File: config.mk
export PLATFORM = sky130hd
export DESIGN_NAME = onchip_mem_arbiter_flat
export DESIGN_NICKNAME = d
export VERILOG_FILES = /design/src/rtl/onchip_mem_arbiter_if.sv /design/src/rtl/onchip_mem_arbiter.sv /design/src/flat_wrapper.sv
export SDC_FILE = /design/constraint.sdc
export NUM_CORES = 1
export LEC_CHECK = 0
export BUFFER_PORTS_ARGS = -buffer_cell sky130_fd_sc_hd__buf_2
export CAP_MARGIN = 25
export CORE_AREA = 2 2 98 100
export CTS_CLUSTER_DIAMETER = 150
export DETAILED_ROUTE_END_ITERATION = 7
export DIE_AREA = 0 0 100 102
export GPL_TIMING_DRIVEN = 0
export PLACE_DENSITY = 0.78
export SLEW_MARGIN = 20
export SYNTH_ARGS = -nofsm -noshare
export SYNTH_HDL_FRONTEND = slang
export SYNTH_SLANG_ARGS = --single-unit
File: constraint.sdc
create_clock -name clk -period 4.4 [get_ports clk]
set_input_delay 0.66 -clock clk [delete_from_list [all_inputs] [get_ports clk]]
set_output_delay 0.66 -clock clk [all_outputs]
set_load 0.02 [all_outputs]
File: src/rtl/onchip_mem_arbiter_if.sv
// Bus bundle between two Avalon-MM pipelined requesters, the arbiter and a
// single-port on-chip RAM. The arbiter sits on the slave modport; the
// environment (requesters plus RAM) sits on the master modport.
interface onchip_mem_arbiter_if #(
   parameter int unsigned ADDR_W = 13,
   parameter int unsigned DATA_W = 32,
   parameter int unsigned BE_W   = 4
);

   // Requester 0
   logic [ADDR_W-1:0] m0_address;
   logic [BE_W-1:0]   m0_byteenable;
   logic              m0_read;
   logic              m0_write;
   logic [DATA_W-1:0] m0_writedata;
   logic              m0_waitrequest;
   logic [DATA_W-1:0] m0_readdata;
   logic              m0_readdatavalid;

   // Requester 1
   logic [ADDR_W-1:0] m1_address;
   logic [BE_W-1:0]   m1_byteenable;
   logic              m1_read;
   logic              m1_write;
   logic [DATA_W-1:0] m1_writedata;
   logic              m1_waitrequest;
   logic [DATA_W-1:0] m1_readdata;
   logic              m1_readdatavalid;

   // RAM pins
   logic [ADDR_W-1:0] mem_address;
   logic [BE_W-1:0]   mem_byteenable;
   logic              mem_chipselect;
   logic              mem_write;
   logic [DATA_W-1:0] mem_writedata;
   logic              mem_clken;
   logic [DATA_W-1:0] mem_readdata;

   // Arbiter side
   modport slave (
      input  m0_address, m0_byteenable, m0_read, m0_write, m0_writedata,
      output m0_waitrequest, m0_readdata, m0_readdatavalid,
      input  m1_address, m1_byteenable, m1_read, m1_write, m1_writedata,
      output m1_waitrequest, m1_readdata, m1_readdatavalid,
      output mem_address, mem_byteenable, mem_chipselect, mem_write, mem_writedata, mem_clken,
      input  mem_readdata
   );

   // Environment side: requesters and the RAM
   modport master (
      output m0_address, m0_byteenable, m0_read, m0_write, m0_writedata,
      input  m0_waitrequest, m0_readdata, m0_readdatavalid,
      output m1_address, m1_byteenable, m1_read, m1_write, m1_writedata,
      input  m1_waitrequest, m1_readdata, m1_readdatavalid,
      input  mem_address, mem_byteenable, mem_chipselect, mem_write, mem_writedata, mem_clken,
      output mem_readdata
   );

endinterface

File: src/rtl/onchip_mem_arbiter.sv
// Two-requester round-robin arbiter in front of a single-port on-chip RAM.
// One transfer per clock; read returns are routed by an RD_LAT-deep tag pipe.
// Optional performance counters are built when ONCHIP_MEM_ARB_PERF_EN is defined.
module onchip_mem_arbiter #(
   parameter int unsigned ADDR_W = 13,
   parameter int unsigned DATA_W = 32,
   parameter int unsigned BE_W   = 4,
   parameter int unsigned RD_LAT = 1
) (
   input  logic                clk,
   input  logic                reset,
   onchip_mem_arbiter_if.slave bus
`ifdef ONCHIP_MEM_ARB_PERF_EN
   ,
   input  logic                perf_clear,
   output logic [31:0]         perf_grant0,
   output logic [31:0]         perf_grant1,
   output logic [31:0]         perf_conflict
`endif
);

   localparam int unsigned Tail = RD_LAT - 1;

   logic req0, req1;
   logic gnt0, gnt1;
   logic last_grant_q, last_grant_d;

   logic [ADDR_W-1:0] hold_addr_q, hold_addr_d;
   logic [BE_W-1:0]   hold_be_q, hold_be_d;
   logic [DATA_W-1:0] hold_wdata_q, hold_wdata_d;

   // Tag pipe: valid marks a read in flight, id names its owner (1 = m1)
   logic [RD_LAT-1:0] tag_vld_q, tag_vld_d;
   logic [RD_LAT-1:0] tag_id_q, tag_id_d;
   logic              push_vld;

   // Request decode and grant; both lose while reset is held
   always_comb begin
      req0 = bus.m0_read | bus.m0_write;
      req1 = bus.m1_read | bus.m1_write;
      gnt0 = 1'b0;
      gnt1 = 1'b0;
      if (!reset) begin
         if (req0 && req1) begin
            // last_grant_q = 1 means m1 won last time, so m0 goes now
            gnt0 = last_grant_q;
            gnt1 = ~last_grant_q;
         end else begin
            gnt0 = req0;
            gnt1 = req1;
         end
      end
   end

   // Round-robin pointer follows the winner, holds when idle
   always_comb begin
      last_grant_d = last_grant_q;
      if (gnt1) begin
         last_grant_d = 1'b1;
      end else if (gnt0) begin
         last_grant_d = 1'b0;
      end
   end

   // Stall outputs: everyone waits during reset
   always_comb begin
      bus.m0_waitrequest = reset | (req0 & ~gnt0);
      bus.m1_waitrequest = reset | (req1 & ~gnt1);
   end

   // RAM address/data mux; keep the last granted values when idle
   always_comb begin
      hold_addr_d  = hold_addr_q;
      hold_be_d    = hold_be_q;
      hold_wdata_d = hold_wdata_q;
      if (gnt0) begin
         hold_addr_d  = bus.m0_address;
         hold_be_d    = bus.m0_byteenable;
         hold_wdata_d = bus.m0_writedata;
      end else if (gnt1) begin
         hold_addr_d  = bus.m1_address;
         hold_be_d    = bus.m1_byteenable;
         hold_wdata_d = bus.m1_writedata;
      end
      bus.mem_address    = hold_addr_d;
      bus.mem_byteenable = hold_be_d;
      bus.mem_writedata  = hold_wdata_d;
      bus.mem_chipselect = gnt0 | gnt1;
      bus.mem_write      = (gnt0 & bus.m0_write) | (gnt1 & bus.m1_write);
      bus.mem_clken      = ~reset;
   end

   // Tag pipe shift; a read that is also a write is dropped
   always_comb begin
      push_vld = (gnt0 & bus.m0_read & ~bus.m0_write) | (gnt1 & bus.m1_read & ~bus.m1_write);
      tag_vld_d    = tag_vld_q;
      tag_id_d     = tag_id_q;
      tag_vld_d[0] = push_vld;
      tag_id_d[0]  = gnt1;
      for (int unsigned i = 1; i < RD_LAT; i++) begin
         tag_vld_d[i] = tag_vld_q[i-1];
         tag_id_d[i]  = tag_id_q[i-1];
      end
   end

   // Read return routing; the gate on reset drops reads caught in flight
   always_comb begin
      bus.m0_readdatavalid = ~reset & tag_vld_q[Tail] & ~tag_id_q[Tail];
      bus.m1_readdatavalid = ~reset & tag_vld_q[Tail] & tag_id_q[Tail];
      bus.m0_readdata      = bus.mem_readdata;
      bus.m1_readdata      = bus.mem_readdata;
   end

   // State registers
   always_ff @(posedge clk) begin
      if (reset) begin
         last_grant_q <= 1'b1;
         tag_vld_q    <= '0;
         tag_id_q     <= '0;
         hold_addr_q  <= '0;
         hold_be_q    <= '0;
         hold_wdata_q <= '0;
      end else begin
         last_grant_q <= last_grant_d;
         tag_vld_q    <= tag_vld_d;
         tag_id_q     <= tag_id_d;
         hold_addr_q  <= hold_addr_d;
         hold_be_q    <= hold_be_d;
         hold_wdata_q <= hold_wdata_d;
      end
   end

`ifdef ONCHIP_MEM_ARB_PERF_EN
   logic [31:0] perf_g0_q, perf_g0_d;
   logic [31:0] perf_g1_q, perf_g1_d;
   logic [31:0] perf_cf_q, perf_cf_d;

   // Saturating event counters; clear wins over a coincident event
   always_comb begin
      perf_g0_d = perf_g0_q;
      perf_g1_d = perf_g1_q;
      perf_cf_d = perf_cf_q;
      if (perf_clear) begin
         perf_g0_d = '0;
         perf_g1_d = '0;
         perf_cf_d = '0;
      end else begin
         if (gnt0 && (perf_g0_q != '1)) perf_g0_d = perf_g0_q + 32'd1;
         if (gnt1 && (perf_g1_q != '1)) perf_g1_d = perf_g1_q + 32'd1;
         if (req0 && req1 && (perf_cf_q != '1)) perf_cf_d = perf_cf_q + 32'd1;
      end
   end

   // Counter registers
   always_ff @(posedge clk) begin
      if (reset) begin
         perf_g0_q <= '0;
         perf_g1_q <= '0;
         perf_cf_q <= '0;
      end else begin
         perf_g0_q <= perf_g0_d;
         perf_g1_q <= perf_g1_d;
         perf_cf_q <= perf_cf_d;
      end
   end

   assign perf_grant0   = perf_g0_q;
   assign perf_grant1   = perf_g1_q;
   assign perf_conflict = perf_cf_q;
`endif

endmodule

File: src/flat_wrapper.sv
// flat-port wrapper written by rule: the top's interface ports become plain ports
module onchip_mem_arbiter_flat 
#(
   parameter int unsigned ADDR_W = 13,
   parameter int unsigned DATA_W = 32,
   parameter int unsigned BE_W   = 4,
   parameter int unsigned RD_LAT = 1
)
  (clk, reset, bus_m0_address, bus_m0_byteenable, bus_m0_read, bus_m0_write, bus_m0_writedata, bus_m0_waitrequest, bus_m0_readdata, bus_m0_readdatavalid, bus_m1_address, bus_m1_byteenable, bus_m1_read, bus_m1_write, bus_m1_writedata, bus_m1_waitrequest, bus_m1_readdata, bus_m1_readdatavalid, bus_mem_address, bus_mem_byteenable, bus_mem_chipselect, bus_mem_write, bus_mem_writedata, bus_mem_clken, bus_mem_readdata);
  onchip_mem_arbiter_if #(.ADDR_W(ADDR_W), .DATA_W(DATA_W), .BE_W(BE_W)) bus_i ();
  input  logic clk;
  input  logic reset;
  input wire logic [$bits(bus_i.m0_address)-1:0] bus_m0_address;
  input wire logic [$bits(bus_i.m0_byteenable)-1:0] bus_m0_byteenable;
  input wire logic [$bits(bus_i.m0_read)-1:0] bus_m0_read;
  input wire logic [$bits(bus_i.m0_write)-1:0] bus_m0_write;
  input wire logic [$bits(bus_i.m0_writedata)-1:0] bus_m0_writedata;
  output wire logic [$bits(bus_i.m0_waitrequest)-1:0] bus_m0_waitrequest;
  output wire logic [$bits(bus_i.m0_readdata)-1:0] bus_m0_readdata;
  output wire logic [$bits(bus_i.m0_readdatavalid)-1:0] bus_m0_readdatavalid;
  input wire logic [$bits(bus_i.m1_address)-1:0] bus_m1_address;
  input wire logic [$bits(bus_i.m1_byteenable)-1:0] bus_m1_byteenable;
  input wire logic [$bits(bus_i.m1_read)-1:0] bus_m1_read;
  input wire logic [$bits(bus_i.m1_write)-1:0] bus_m1_write;
  input wire logic [$bits(bus_i.m1_writedata)-1:0] bus_m1_writedata;
  output wire logic [$bits(bus_i.m1_waitrequest)-1:0] bus_m1_waitrequest;
  output wire logic [$bits(bus_i.m1_readdata)-1:0] bus_m1_readdata;
  output wire logic [$bits(bus_i.m1_readdatavalid)-1:0] bus_m1_readdatavalid;
  output wire logic [$bits(bus_i.mem_address)-1:0] bus_mem_address;
  output wire logic [$bits(bus_i.mem_byteenable)-1:0] bus_mem_byteenable;
  output wire logic [$bits(bus_i.mem_chipselect)-1:0] bus_mem_chipselect;
  output wire logic [$bits(bus_i.mem_write)-1:0] bus_mem_write;
  output wire logic [$bits(bus_i.mem_writedata)-1:0] bus_mem_writedata;
  output wire logic [$bits(bus_i.mem_clken)-1:0] bus_mem_clken;
  input wire logic [$bits(bus_i.mem_readdata)-1:0] bus_mem_readdata;
  assign bus_i.m0_address = bus_m0_address;
  assign bus_i.m0_byteenable = bus_m0_byteenable;
  assign bus_i.m0_read = bus_m0_read;
  assign bus_i.m0_write = bus_m0_write;
  assign bus_i.m0_writedata = bus_m0_writedata;
  assign bus_m0_waitrequest = bus_i.m0_waitrequest;
  assign bus_m0_readdata = bus_i.m0_readdata;
  assign bus_m0_readdatavalid = bus_i.m0_readdatavalid;
  assign bus_i.m1_address = bus_m1_address;
  assign bus_i.m1_byteenable = bus_m1_byteenable;
  assign bus_i.m1_read = bus_m1_read;
  assign bus_i.m1_write = bus_m1_write;
  assign bus_i.m1_writedata = bus_m1_writedata;
  assign bus_m1_waitrequest = bus_i.m1_waitrequest;
  assign bus_m1_readdata = bus_i.m1_readdata;
  assign bus_m1_readdatavalid = bus_i.m1_readdatavalid;
  assign bus_mem_address = bus_i.mem_address;
  assign bus_mem_byteenable = bus_i.mem_byteenable;
  assign bus_mem_chipselect = bus_i.mem_chipselect;
  assign bus_mem_write = bus_i.mem_write;
  assign bus_mem_writedata = bus_i.mem_writedata;
  assign bus_mem_clken = bus_i.mem_clken;
  assign bus_i.mem_readdata = bus_mem_readdata;
  onchip_mem_arbiter #(.ADDR_W(ADDR_W), .DATA_W(DATA_W), .BE_W(BE_W), .RD_LAT(RD_LAT)) u_core (.clk(clk), .reset(reset), .bus(bus_i));
endmodule
==> summary by stage, run 1 <==
Timing
The upper clock frequency limit is 341 MHz. Setup repair after global routing left no endpoint under its margin. Once routing completed, OpenROAD measured the worst setup slack at 1.47 ns. The final-report hold violation count is 0. The worst relative slew slack is 0.637.

The routed design could run at a clock period as short as 2.93 ns. The post-route setup TNS is 0 ns. For the pin with the worst max-slew slack, the measured transition is 0.544 ns. The final period utilization is 0.667. For the final database, setup skew stands at 0.0109 ns.

Setup violations remaining at the end of the flow were counted as 0. The final max-slew violation count is 0.

Place
The pre-CTS setup slack is 1.41 ns. The half-perimeter wire length after detailed placement is 8.95 mm. The congestion estimate from routability-driven global placement came to 0.842. During placement, the flow inserted port buffers numbering 223.

Clock tree
Hold repair after CTS inserted 0 buffers. The clock passes through at most 2 buffers. TritonCTS created 5 clock buffers. The CTS tree is done.

For the worst-skew pair, the clock arrives at the later sink with an insertion delay of 0.30 ns. After clock tree synthesis, the clock-pin slew on the worst setup and hold paths is 0.10 ns. Once the clock tree was built, the setup fixing pass inserted 0 buffers. For this design, the sink count on the clock tree is 52.

The clock root buffer is sky130_fd_sc_hd__clkbuf_8. After clock tree synthesis, the repair step resized 0 gates. The H-tree was split into 2 levels.

Layout
The net total in the final layout is 796. Summing all multi-input logic gate instances after layout gives 1820 µm². 0 antenna diodes ended up in the layout. The area growth from synthesis to layout is 38.1%.

Fill cells in the final layout number 856. The fraction of layout instances using a drive strength above 1 is 0.548. The sequential cells in the finished layout cover a total of 1040 µm².

Critical path
The slowest stage of the critical path belongs to the cell sky130_fd_sc_hd__o21bai_1. STA classifies the critical path endpoint as an output port. The peak fanout along the critical path is 10.

In this design, the stage delay of the slowest critical-path cell is 0.47 ns. The setup path with the least slack is of type input pin to output port. The worst endpoint data arrival time is 2.27 ns.

The most frequent cell on the critical path is sky130_fd_sc_hd__buf_2. The endpoint required time on the critical path is 3.74 ns. Walking the worst path, the cells encountered are buf_2 > o21bai_1 > clkbuf_1 > o21ai_0 > a31oi_2 > buf_2.

STA classifies the critical path startpoint as an input pin.

Synth
The share of the synthesized area in the top cell type is 0.291. After synthesis, the most frequently instantiated cells are sky130_fd_sc_hd__buf_4, sky130_fd_sc_hd__dfxtp_1, sky130_fd_sc_hd__nor3_1. Each instance of the synthesized netlist takes up on average 8.31 µm².

The most common cell in the synthesized netlist is sky130_fd_sc_hd__buf_4. The number of enable flip-flop cells after synthesis is 0. Synthesis produced a netlist whose cell count is 430. The post-synthesis net count is 566. The share of the Yosys chip area taken by registers is 0.291. The fraction of registers with async set or reset after synthesis is 0. The count of state elements after synthesis is 52. During synthesis, Yosys emitted a total of 0 warnings. The dominant synthesized flop cell is sky130_fd_sc_hd__dfxtp_1. The number of distinct library cells after synthesis is 25. The library cell occupying the most area in the post-synthesis netlist is sky130_fd_sc_hd__dfxtp_1. The cell area that synthesis handed to floorplanning was 3570 µm². Ranked by total cell area, the synthesized netlist is headed by sky130_fd_sc_hd__dfxtp_1, sky130_fd_sc_hd__a31oi_2, sky130_fd_sc_hd__buf_4.

Die
The die outline width is 100 µm. The area of the die is 10200 µm². The number of placement rows is 35. For this configuration, the core starts out at a cell density of 0.392.

The number of top-level pins is 256. The die height is 102 µm. The core box area is 9110 µm².

Job
Max-cap violations in this run came to 0.

GRT
The number of antenna violations at the first check in global routing is 0. The pin count of the biggest net entering global routing is 16. For this run, the total global-route usage over all layers was measured as 0.208.

Global routing finished with a remaining overflow of 0. The first global-routing pass estimated 17.1 mm of wire. The via count of the first global-routing pass is 3678.

Route
The first routing iteration left 64 violations. Before antenna repair, the detailed router went through 4 iterations. In the final routed layout, each cell accounts on average for 14.6 µm. In the routed layout, each cell is associated on average with a via count of 5.07. The total via count in the routed design is 3914. Once detail routing completed, the nets flagged for antenna violations numbered 0. The remaining design rule violation count is 0. The final routed wirelength across all metal layers is 11.3 mm.

Power
Cell internal power was estimated by the tool at 0.000938 W. The leakage power is 2.24 nW. Of the total power, the clock network draws 0.219. The share of power burned in combinational logic is 0.424.

Of the total power, registers draw 0.357. For this design the total switching power over the nets is 0.000535 W. For this design the ratio of total power to cell area is 298 nW/µm². Of the total power, the share spent switching nets is 0.363. The worst-case IR drop observed on VDD is 0.000135 V.

Worst hold path
In this run the worst hold path is classified as register to register.

Run status
The flow ran to the end, and the final reports show no timing, DRC or antenna violations.
==> final timing paths <==
path	startpoint	endpoint	slack, ns	cells after the start
setup / recovery	bus_m1_write	bus_mem_address[10]	1.47	6
hold / removal	u_core.hold_be_q[3]	u_core.hold_be_q[3]	0.67	3
setup reg to reg	u_core.last_grant_q	u_core.hold_wdata_q[24]	2.59	6
hold reg to reg	u_core.hold_be_q[3]	u_core.hold_be_q[3]	0.67	3
==> final cells by class <==
type                       count  area share
tap                          111      0.0281
multi-input combinational    269       0.368
clock buffer                   6      0.0147
sequential                    52       0.211
buffer                       106       0.143
inverter                       3     0.00228
clock inverter                 2     0.00710
timing repair buffer         223       0.226
==> critical path: cells and delay by family <==
family	cells	cell delay (ns)
compound gates	3	0.88
buf+inv	3	0.73
==> power by group through the flow <==
stage / Combinational, W / Sequential, W / Clock [W]
global placement: 0.000616 / 0.000534 / 0
CTS: 0.000629 / 0.000526 / 0.000335
detailed placement: 0.000627 / 0.000537 / 0
floorplan: 0.000423 / 0.000533 / 0
global route: 0.000677 / 0.000530 / 0.000349
finish: 0.000625 / 0.000526 / 0.000323
==> state kept, by name (all words and copies together), names as in the netlist <==
| signal | flops |
|---|---|
| u_core.last_grant_q | 1 |
| u_core.hold_wdata_q | 32 |
| u_core.hold_be_q | 4 |
| u_core.tag_vld_q | 1 |
| u_core.hold_addr_q | 13 |
| u_core.tag_id_q | 1 |
==> cells in the final DEF (no fill, tap or decap), types with 3 or more instances in the layout <==
| cell type | instances |
|---|---|
| sky130_fd_sc_hd__buf_2 | 228 |
| sky130_fd_sc_hd__a31oi_2 | 48 |
| sky130_fd_sc_hd__clkbuf_8 | 5 |
| sky130_fd_sc_hd__o21ai_1 | 10 |
| sky130_fd_sc_hd__clkbuf_1 | 27 |
| sky130_fd_sc_hd__and2_1 | 49 |
| sky130_fd_sc_hd__o21ai_0 | 45 |
| sky130_fd_sc_hd__buf_4 | 70 |
| sky130_fd_sc_hd__nor3_1 | 50 |
| sky130_fd_sc_hd__buf_6 | 5 |
| sky130_fd_sc_hd__inv_1 | 3 |
| sky130_fd_sc_hd__dfxtp_1 | 52 |
| sky130_fd_sc_hd__nand3_1 | 49 |
==> cells by family (layout without fill, tap and decap cells) <==
logic type,after synthesis,in the layout,share of synthesized area
buf+inv,109,340,0.200
flops,52,52,0.291
simple gates,156,156,0.237
compound gates,113,113,0.271
==> layer usage <==
layer | part of all wire | up-vias | global-route usage
met5 | 0 | - | 0
met2 | 0.50 | 177 | 0.380
li1 | - | 1915 | -
met1 | 0.40 | 1808 | 0.247
met4 | 0.014 | 0 | 0.0590
met3 | 0.082 | 14 | 0.0458
==> metrics by stage <==
stage | instance area (µm²) | util | hold WS, ns | cells | power [W]
floorplan | 3570 | - | 0.608 | 430 | 0.000956
CTS | 4940 | 0.542 | 0.676 | 772 | 0.00149
detailed placement | 4830 | 0.530 | 0.662 | 764 | 0.00116
global route | 4940 | 0.542 | 0.712 | 772 | 0.00156
finish | 4940 | 0.542 | 0.671 | 772 | 0.00147
global placement | 4830 | 0.530 | 0.630 | 764 | 0.00115
No activity file was read; power rests on OpenSTA's default activity.
==> inputs of run 2 (changes only) <==
--- a/config.mk
+++ b/config.mk
@@ -7,12 +7,11 @@
 export LEC_CHECK = 0
 export BUFFER_PORTS_ARGS = -buffer_cell sky130_fd_sc_hd__buf_2
 export CAP_MARGIN = 25
-export CORE_AREA = 2 2 98 100
+export CORE_UTILIZATION = 38
 export CTS_CLUSTER_DIAMETER = 150
 export DETAILED_ROUTE_END_ITERATION = 7
-export DIE_AREA = 0 0 100 102
 export GPL_TIMING_DRIVEN = 0
-export PLACE_DENSITY = 0.78
+export PLACE_DENSITY = 0.79
 export SLEW_MARGIN = 20
 export SYNTH_ARGS = -nofsm -noshare
 export SYNTH_HDL_FRONTEND = slang
==> constraint.sdc (replaced) <==
create_clock -name clk -period 2.51 [get_ports clk]
set_input_delay 0.3765 -clock clk [delete_from_list [all_inputs] [get_ports clk]]
set_output_delay 0.3765 -clock clk [all_outputs]
set_load 0.02 [all_outputs]
==> summary by stage, run 2 (synthesized netlist as in run 1, its figures left out) <==
Critical path
The critical path capture point type is an output port. The startpoint-to-endpoint class of the critical path is register to output port. Data on the critical path is required at its endpoint by 2.13 ns. In this run the critical register-to-register path is captured at u_core.hold_wdata_q[29]. The startpoint identified for the worst register-to-register timing path is u_core.last_grant_q.

The worst endpoint data arrival time is 1.99 ns. The worst register-to-register path has a setup slack of 0.82 ns. The start point of the critical path is u_core.last_grant_q. The worst setup path is launched from a register.

In this run the worst setup path terminates at bus_mem_writedata[25]. The logic depth of the worst register-to-register path is 6. In this run the worst path has a maximum fanout of 10.

Die
256 I/O pins were placed. The die is 99.0 µm tall. The floorplan step defined a die boundary enclosing 9800 µm². The effective utilization at floorplan is 0.390. In this run the standard cell core region covers 9150 µm². The die outline width is 99.0 µm.

The floorplan has 35 rows.

Timing
For the pin with the worst max-slew slack, the measured transition is 0.521 ns. For the final database, setup skew stands at 0.00742 ns. Setup slack closes at 0.141 ns.

The final max-slew violation count is 0. Subtracting the final worst setup slack from the clock period gives 2.37 ns. The final count of negative-setup-slack endpoints is 0.

The upper clock frequency limit is 422 MHz. The final period utilization is 0.944. The post-route setup TNS is 0 ns. Setup repair after global routing left no endpoint under its margin. The worst relative slew slack is 0.653. The final-report hold violation count is 0.

Power
VDD sags by at most 0.000217 V. The internal power of the cells is 0.00153 W. Of the total power, the share spent switching nets is 0.378.

The power share of the sequential group is 0.374. Summed over all nets, the switching power comes to 0.000930 W. The portion of total power attributed to the clock network is 0.180. Summed over all cells, the static leakage comes to 2.25 nW. The total design power is 0.00246 W. The share of power burned in combinational logic is 0.446.

The total power density per cell area is 501 nW/µm².

Worst hold path
The launch instance of the worst min-delay path is bus_m1_read. The worst hold path passes through 3 cells. The worst hold path belongs to the class input pin to register.

Place
The half-perimeter wire length after detailed placement is 8.60 mm. Before CTS, the worst setup slack after placement is 0.111 ns. The count of buffers added on input and output ports is 223. The weighted congestion reported at the end of routability-driven placement is 0.803.

Clock tree
The sink count of the clock tree is 52. The clock latency reported for the late side of the worst-skew pair is 0.30 ns. The buffer depth of the longest clock path is 2. The TritonCTS buffer count is 5. The clock root buffer is sky130_fd_sc_hd__clkbuf_8. TritonCTS built the clock tree. In this run the number of H-tree levels came out at 2. After clock tree synthesis, the clock-pin slew on the worst setup and hold paths is 0.09 ns. The buffer count from post-CTS setup fixing is 0.

Route
The final routed wirelength across all metal layers is 11.0 mm. The average routed wire per standard cell is 14.3 µm. The antenna violation net count after detailed routing is 0.

Detailed routing inserted a total of 3929 vias. After detailed routing, the number of vias per cell comes to 5.11. For this run, design rule violations remaining after detail routing come to 0.

The count of TritonRoute iterations in the first routing pass is 4. The violation count after the first detailed-route iteration is 97.

Layout
The fraction of layout instances using a drive strength above 1 is 0.561. The net total in the final layout is 796. The register ranked first by flip-flop count is u_core.hold_wdata_q. The area of all sequential standard cells is 1040 µm². The area growth from synthesis to final layout is 37.5%. Leaving out fill and tap cells, the most frequent cell in the layout is sky130_fd_sc_hd__buf_2. The filler cells instantiated in the layout total 911. The flip-flop count of the largest register after layout is 32.

The largest registers in the layout are u_core.hold_wdata_q: 32 flops, u_core.hold_addr_q: 13 flops, u_core.hold_be_q: 4 flops. In the layout the commonest cells are sky130_fd_sc_hd__buf_2, sky130_fd_sc_hd__buf_4, sky130_fd_sc_hd__dfxtp_1. The area occupied by multi-input gates is 1820 µm². 0 antenna diodes ended up in the layout.

GRT
Entering global routing, the biggest net connects 14 pins. For this run the aggregate overflow at the end of global routing stands at 0. For this run, global-route usage on met3 was measured as 0.0390. The met1 usage is 0.244.

The global routing usage on met2 is 0.399. The layer with the highest usage is met2. The first global-routing pass estimated 16.8 mm of wire. The number of antenna violations at the first check in global routing came to 0. The via count of the first global-routing pass is 3684.

The overall fraction of global-route tracks in use is 0.212.

Job
The tool flagged a number of max-cap violations equal to 0.

Run status
The run finished with clean final reports.
-- run 2: cell types whose count changed in the layout (fill, tap and decap cells not counted) --
cell,previous run,this run
sky130_fd_sc_hd__clkinv_2,1,0
sky130_fd_sc_hd__o21bai_2,0,1
sky130_fd_sc_hd__bufinv_16,1,0
sky130_fd_sc_hd__clkbuf_1,27,19
sky130_fd_sc_hd__o21ai_2,0,1
sky130_fd_sc_hd__o21bai_1,2,1
sky130_fd_sc_hd__clkbuf_2,0,7
sky130_fd_sc_hd__o21ai_1,10,9
-- run 2: area by class of cell --
| cell class | instances | area share |
|---|---|---|
| buffer | 106 | 0.145 |
| multi-input combinational | 269 | 0.371 |
| tap | 111 | 0.0283 |
| sequential | 52 | 0.212 |
| timing repair buffer | 223 | 0.227 |
| inverter | 3 | 0.00229 |
| clock buffer | 5 | 0.0140 |
-- run 2: power by group through the flow --
stage	logic, W	clock network (W)	registers, W
5_1_grt	0.00118	0.000482	0.000928
3_3_place_gp	0.00107	0	0.000937
6_report	0.00110	0.000443	0.000921
2_1_floorplan	0.000742	0	0.000933
4_1_cts	0.00110	0.000455	0.000921
3_5_place_dp	0.00109	0	0.000940
-- run 2: timing repair --
action                                  in CTS  in global routing
endpoints found under the setup margin       2                 43
gates resized for setup                      1                 14
hold buffers                                 0                  0
endpoints found under the hold margin        0                  0
pin swaps                                    0                  0
-- run 2: stage by stage --
stage	cells	util	cell area (µm²)	hold WS [ns]
6_report	769	0.537	4910	0.440
2_1_floorplan	430	-	3570	0.546
3_5_place_dp	764	0.528	4830	0.650
3_3_place_gp	764	0.528	4830	0.635
4_1_cts	769	0.535	4900	0.425
5_1_grt	769	0.537	4910	0.461
-- run 2: worst min-delay path by stage --
stage | end | slack, ns
finish | u_core.last_grant_q | 0.44
global route | u_core.last_grant_q | 0.46
CTS | u_core.last_grant_q | 0.43
detailed placement | u_core.last_grant_q | 0.65
global placement | u_core.last_grant_q | 0.64
floorplan | u_core.last_grant_q | 0.55
-- run 2: worst max-delay path, stage by stage, from the launching register on --
cell	delay (ns)
sky130_fd_sc_hd__dfxtp_1	0.32
sky130_fd_sc_hd__buf_4	0.15
sky130_fd_sc_hd__o21a_1	0.36
sky130_fd_sc_hd__clkbuf_2	0.29
sky130_fd_sc_hd__o21ai_0	0.16
sky130_fd_sc_hd__a31oi_2	0.23
sky130_fd_sc_hd__buf_2	0.20
-- run 2: layer usage --
metal	routed length (µm)	vias to the layer above
li1	-	1920
met1	4360	1824
met2	5750	180
met3	792	5
met4	75	0
met5	0	-
==> inputs of run 3 (changes only) <==
--- a/config.mk
+++ b/config.mk
@@ -11,7 +11,7 @@
 export CTS_CLUSTER_DIAMETER = 150
 export DETAILED_ROUTE_END_ITERATION = 7
 export GPL_TIMING_DRIVEN = 0
-export PLACE_DENSITY = 0.79
+export PLACE_DENSITY_LB_ADDON = 0.2
 export SLEW_MARGIN = 20
 export SYNTH_ARGS = -nofsm -noshare
 export SYNTH_HDL_FRONTEND = slang
==> summary by stage, run 3 (synthesized netlist as in run 1, its figures left out) <==
Power
The analysis attributes to cell leakage a power of 2.28 nW. Of the total power, the clock network draws 0.238. Summed over all nets, the switching power comes to 0.000930 W. The share of power burned in combinational logic is 0.413. The share of total power dissipated in sequential elements is 0.349. The total design power is 0.00263 W. The worst-case IR drop observed on VDD is 0.000248 V. The internal power of the cells is 0.00170 W.

In this run the power density over the cells is 530 nW/µm². The proportion of total power due to net switching is 0.353.

Layout
The finished cells cover 4970 µm². Compared with the post-synthesis result, the final layout area differs by 39.1%. The number of non-filler instances in the completed layout is 772. The net total in the final layout is 796. The flip-flop count of the largest register after layout is 32. In the final layout, the share of cells above drive strength 1 is 0.564. The count of antenna diodes in the layout is 0. In the layout the commonest cells are sky130_fd_sc_hd__buf_2, sky130_fd_sc_hd__buf_4, sky130_fd_sc_hd__dfxtp_1. The commonest non-fill, non-tap cell in the layout is sky130_fd_sc_hd__buf_2.

u_core.hold_wdata_q holds more flip-flops than any other register. The largest registers in the layout are u_core.hold_wdata_q: 32 flops, u_core.hold_addr_q: 13 flops, u_core.hold_be_q: 4 flops. The filler cells instantiated in the layout total 916.

Timing
The final count of negative-setup-slack endpoints is 0. The final-report hold violation count is 0. Dividing the final minimum period by the clock period gives 0.931. The final max-slew violation count is 0. The worst-margin pin slew is 0.493 ns. The worst relative slew slack is 0.671. Setup repair after global routing left no endpoint under its margin. The worst-case setup margin in the final layout is 0.172 ns. The upper clock frequency limit is 428 MHz. The worst clock skew is 0.0121 ns. The clock period minus worst slack is 2.34 ns. The post-route setup TNS is 0 ns.

Critical path
The worst setup path is of the register to output port kind. The worst endpoint data arrival time is 1.96 ns. The endpoint required time on the critical path is 2.13 ns. The worst setup path is launched from a register. STA classifies the critical path endpoint as an output port. Along the worst path, the maximum fanout reaches 10. The startpoint of the most critical register-to-register path is u_core.last_grant_q. The logic depth of the worst register-to-register path is 6. The start point of the critical path is u_core.last_grant_q.

Route
Dividing the detail-routed wire length by the instance count gives 13.3 µm. In the routed layout, each cell is associated on average with a via count of 4.95. The final route contains 3823 vias. In this run the remaining antenna-violating nets after routing total 0. The final routed wirelength across all metal layers is 10.3 mm. For this run, design rule violations remaining after detail routing come to 0. The detailed router finished its first iteration with 97 violations.

The count of TritonRoute iterations in the first routing pass is 4.

Place
At the placement stage, the worst setup path has a slack of 0.135 ns. The instance count after placement with tap cells included is 764. Summed over all nets, the half-perimeter wirelength after detailed placement is 8.15 mm.

The weighted congestion reported at the end of routability-driven placement is 0.820. Input and output buffers added on the ports amount to 223. The placed standard-cell area is 4830 µm².

GRT
Entering global routing, the biggest net connects 16 pins. The first global-routing pass estimated 16.4 mm of wire. In the global route stage, overall resource usage came out at 0.205. The via count of the first global-routing pass came to 3562. The overall overflow remaining after global route is 0.

The number of antenna violations at the first check in global routing is 0.

Clock tree
The TritonCTS buffer count is 5. The root buffer cell chosen for the clock tree is sky130_fd_sc_hd__clkbuf_8. CTS built an H-tree with a depth of 2. The clock slew at the register clock pins of the worst setup and hold paths is 0.10 ns. The longest clock path from root to sink contains 2 buffers. TritonCTS built the clock tree.

Post-CTS timing repair inserted 0 buffers for setup. The clock latency reported for the late side of the worst-skew pair is 0.30 ns. The sink count of the clock tree is 52.

Die
The effective utilization at floorplan is 0.390. The die outline width is 99.0 µm. After floorplanning, the core was divided into 35 placement rows. The number of top-level pins is 256. The core box area is 9150 µm². Measured along the y axis, the die boundary spans 99.0 µm. The area of the die is 9800 µm².

Worst hold path
The worst hold-check path type is input pin to register. In this run the most critical hold path is launched from bus_m1_read. The number of stages on the worst hold path is 3.

Run status
The flow ran to the end, and the final reports show no timing, DRC or antenna violations.

Job
The count of max-cap constraint violations is 0.
-- run 3: path summary, 6_finish.rpt --
path | to | slack, ns
worst min register to register | u_core.hold_addr_q[3] | 0.67
worst min-delay path | u_core.last_grant_q | 0.43
worst max register to register | u_core.hold_wdata_q[28] | 0.84
worst max-delay path | bus_mem_writedata[28] | 0.17
-- run 3: power groups by stage --
stage	clock network [W]	registers [W]	logic, W
after global placement	0	0.000936	0.00108
after CTS	0.000650	0.000920	0.00109
after global routing	0.000683	0.000928	0.00118
after floorplan	0	0.000933	0.000742
after detailed placement	0	0.000939	0.00109
final	0.000626	0.000920	0.00109
-- run 3: critical path, stage by stage, from the launching register on --
cell and delay [ns]:
sky130_fd_sc_hd__dfxtp_1 0.33, sky130_fd_sc_hd__buf_4 0.15, sky130_fd_sc_hd__o21a_1 0.31, sky130_fd_sc_hd__clkbuf_2 0.28, sky130_fd_sc_hd__o21ai_0 0.17, sky130_fd_sc_hd__a31oi_2 0.23
sky130_fd_sc_hd__buf_2 0.20
-- run 3: cell type report --
class / instances / area [µm²] / share of cell area
plain buffers: 106 / 714 / 0.144
clock buffers: 7 / 96.3 / 0.0194
clock inverters: 1 / 30.0 / 0.00604
inverters: 3 / 11.3 / 0.00226
multi-input cells: 269 / 1820 / 0.367
flip-flops and latches: 52 / 1040 / 0.209
well taps: 111 / 139 / 0.0279
repair buffers: 223 / 1120 / 0.224
-- run 3: layer usage --
layer | share of wire | GRT usage | up-vias
met5 | 0 | 0 | -
li1 | - | - | 1920
met1 | 0.42 | 0.251 | 1727
met3 | 0.064 | 0.0291 | 13
met4 | 0.012 | 0.0505 | 0
met2 | 0.50 | 0.377 | 163
-- run 3: through the flow --
step | hold WS (ns) | util
final | 0.433 | 0.543
after global routing | 0.470 | 0.543
after CTS | 0.409 | 0.541
after detailed placement | 0.647 | 0.528
after global placement | 0.636 | 0.528
after floorplan | 0.546 | -
-- run 3: what timing repair did --
action,in CTS,in global routing
resized for setup,1,16
endpoints found under the setup margin,1,45
hold buffers,0,0
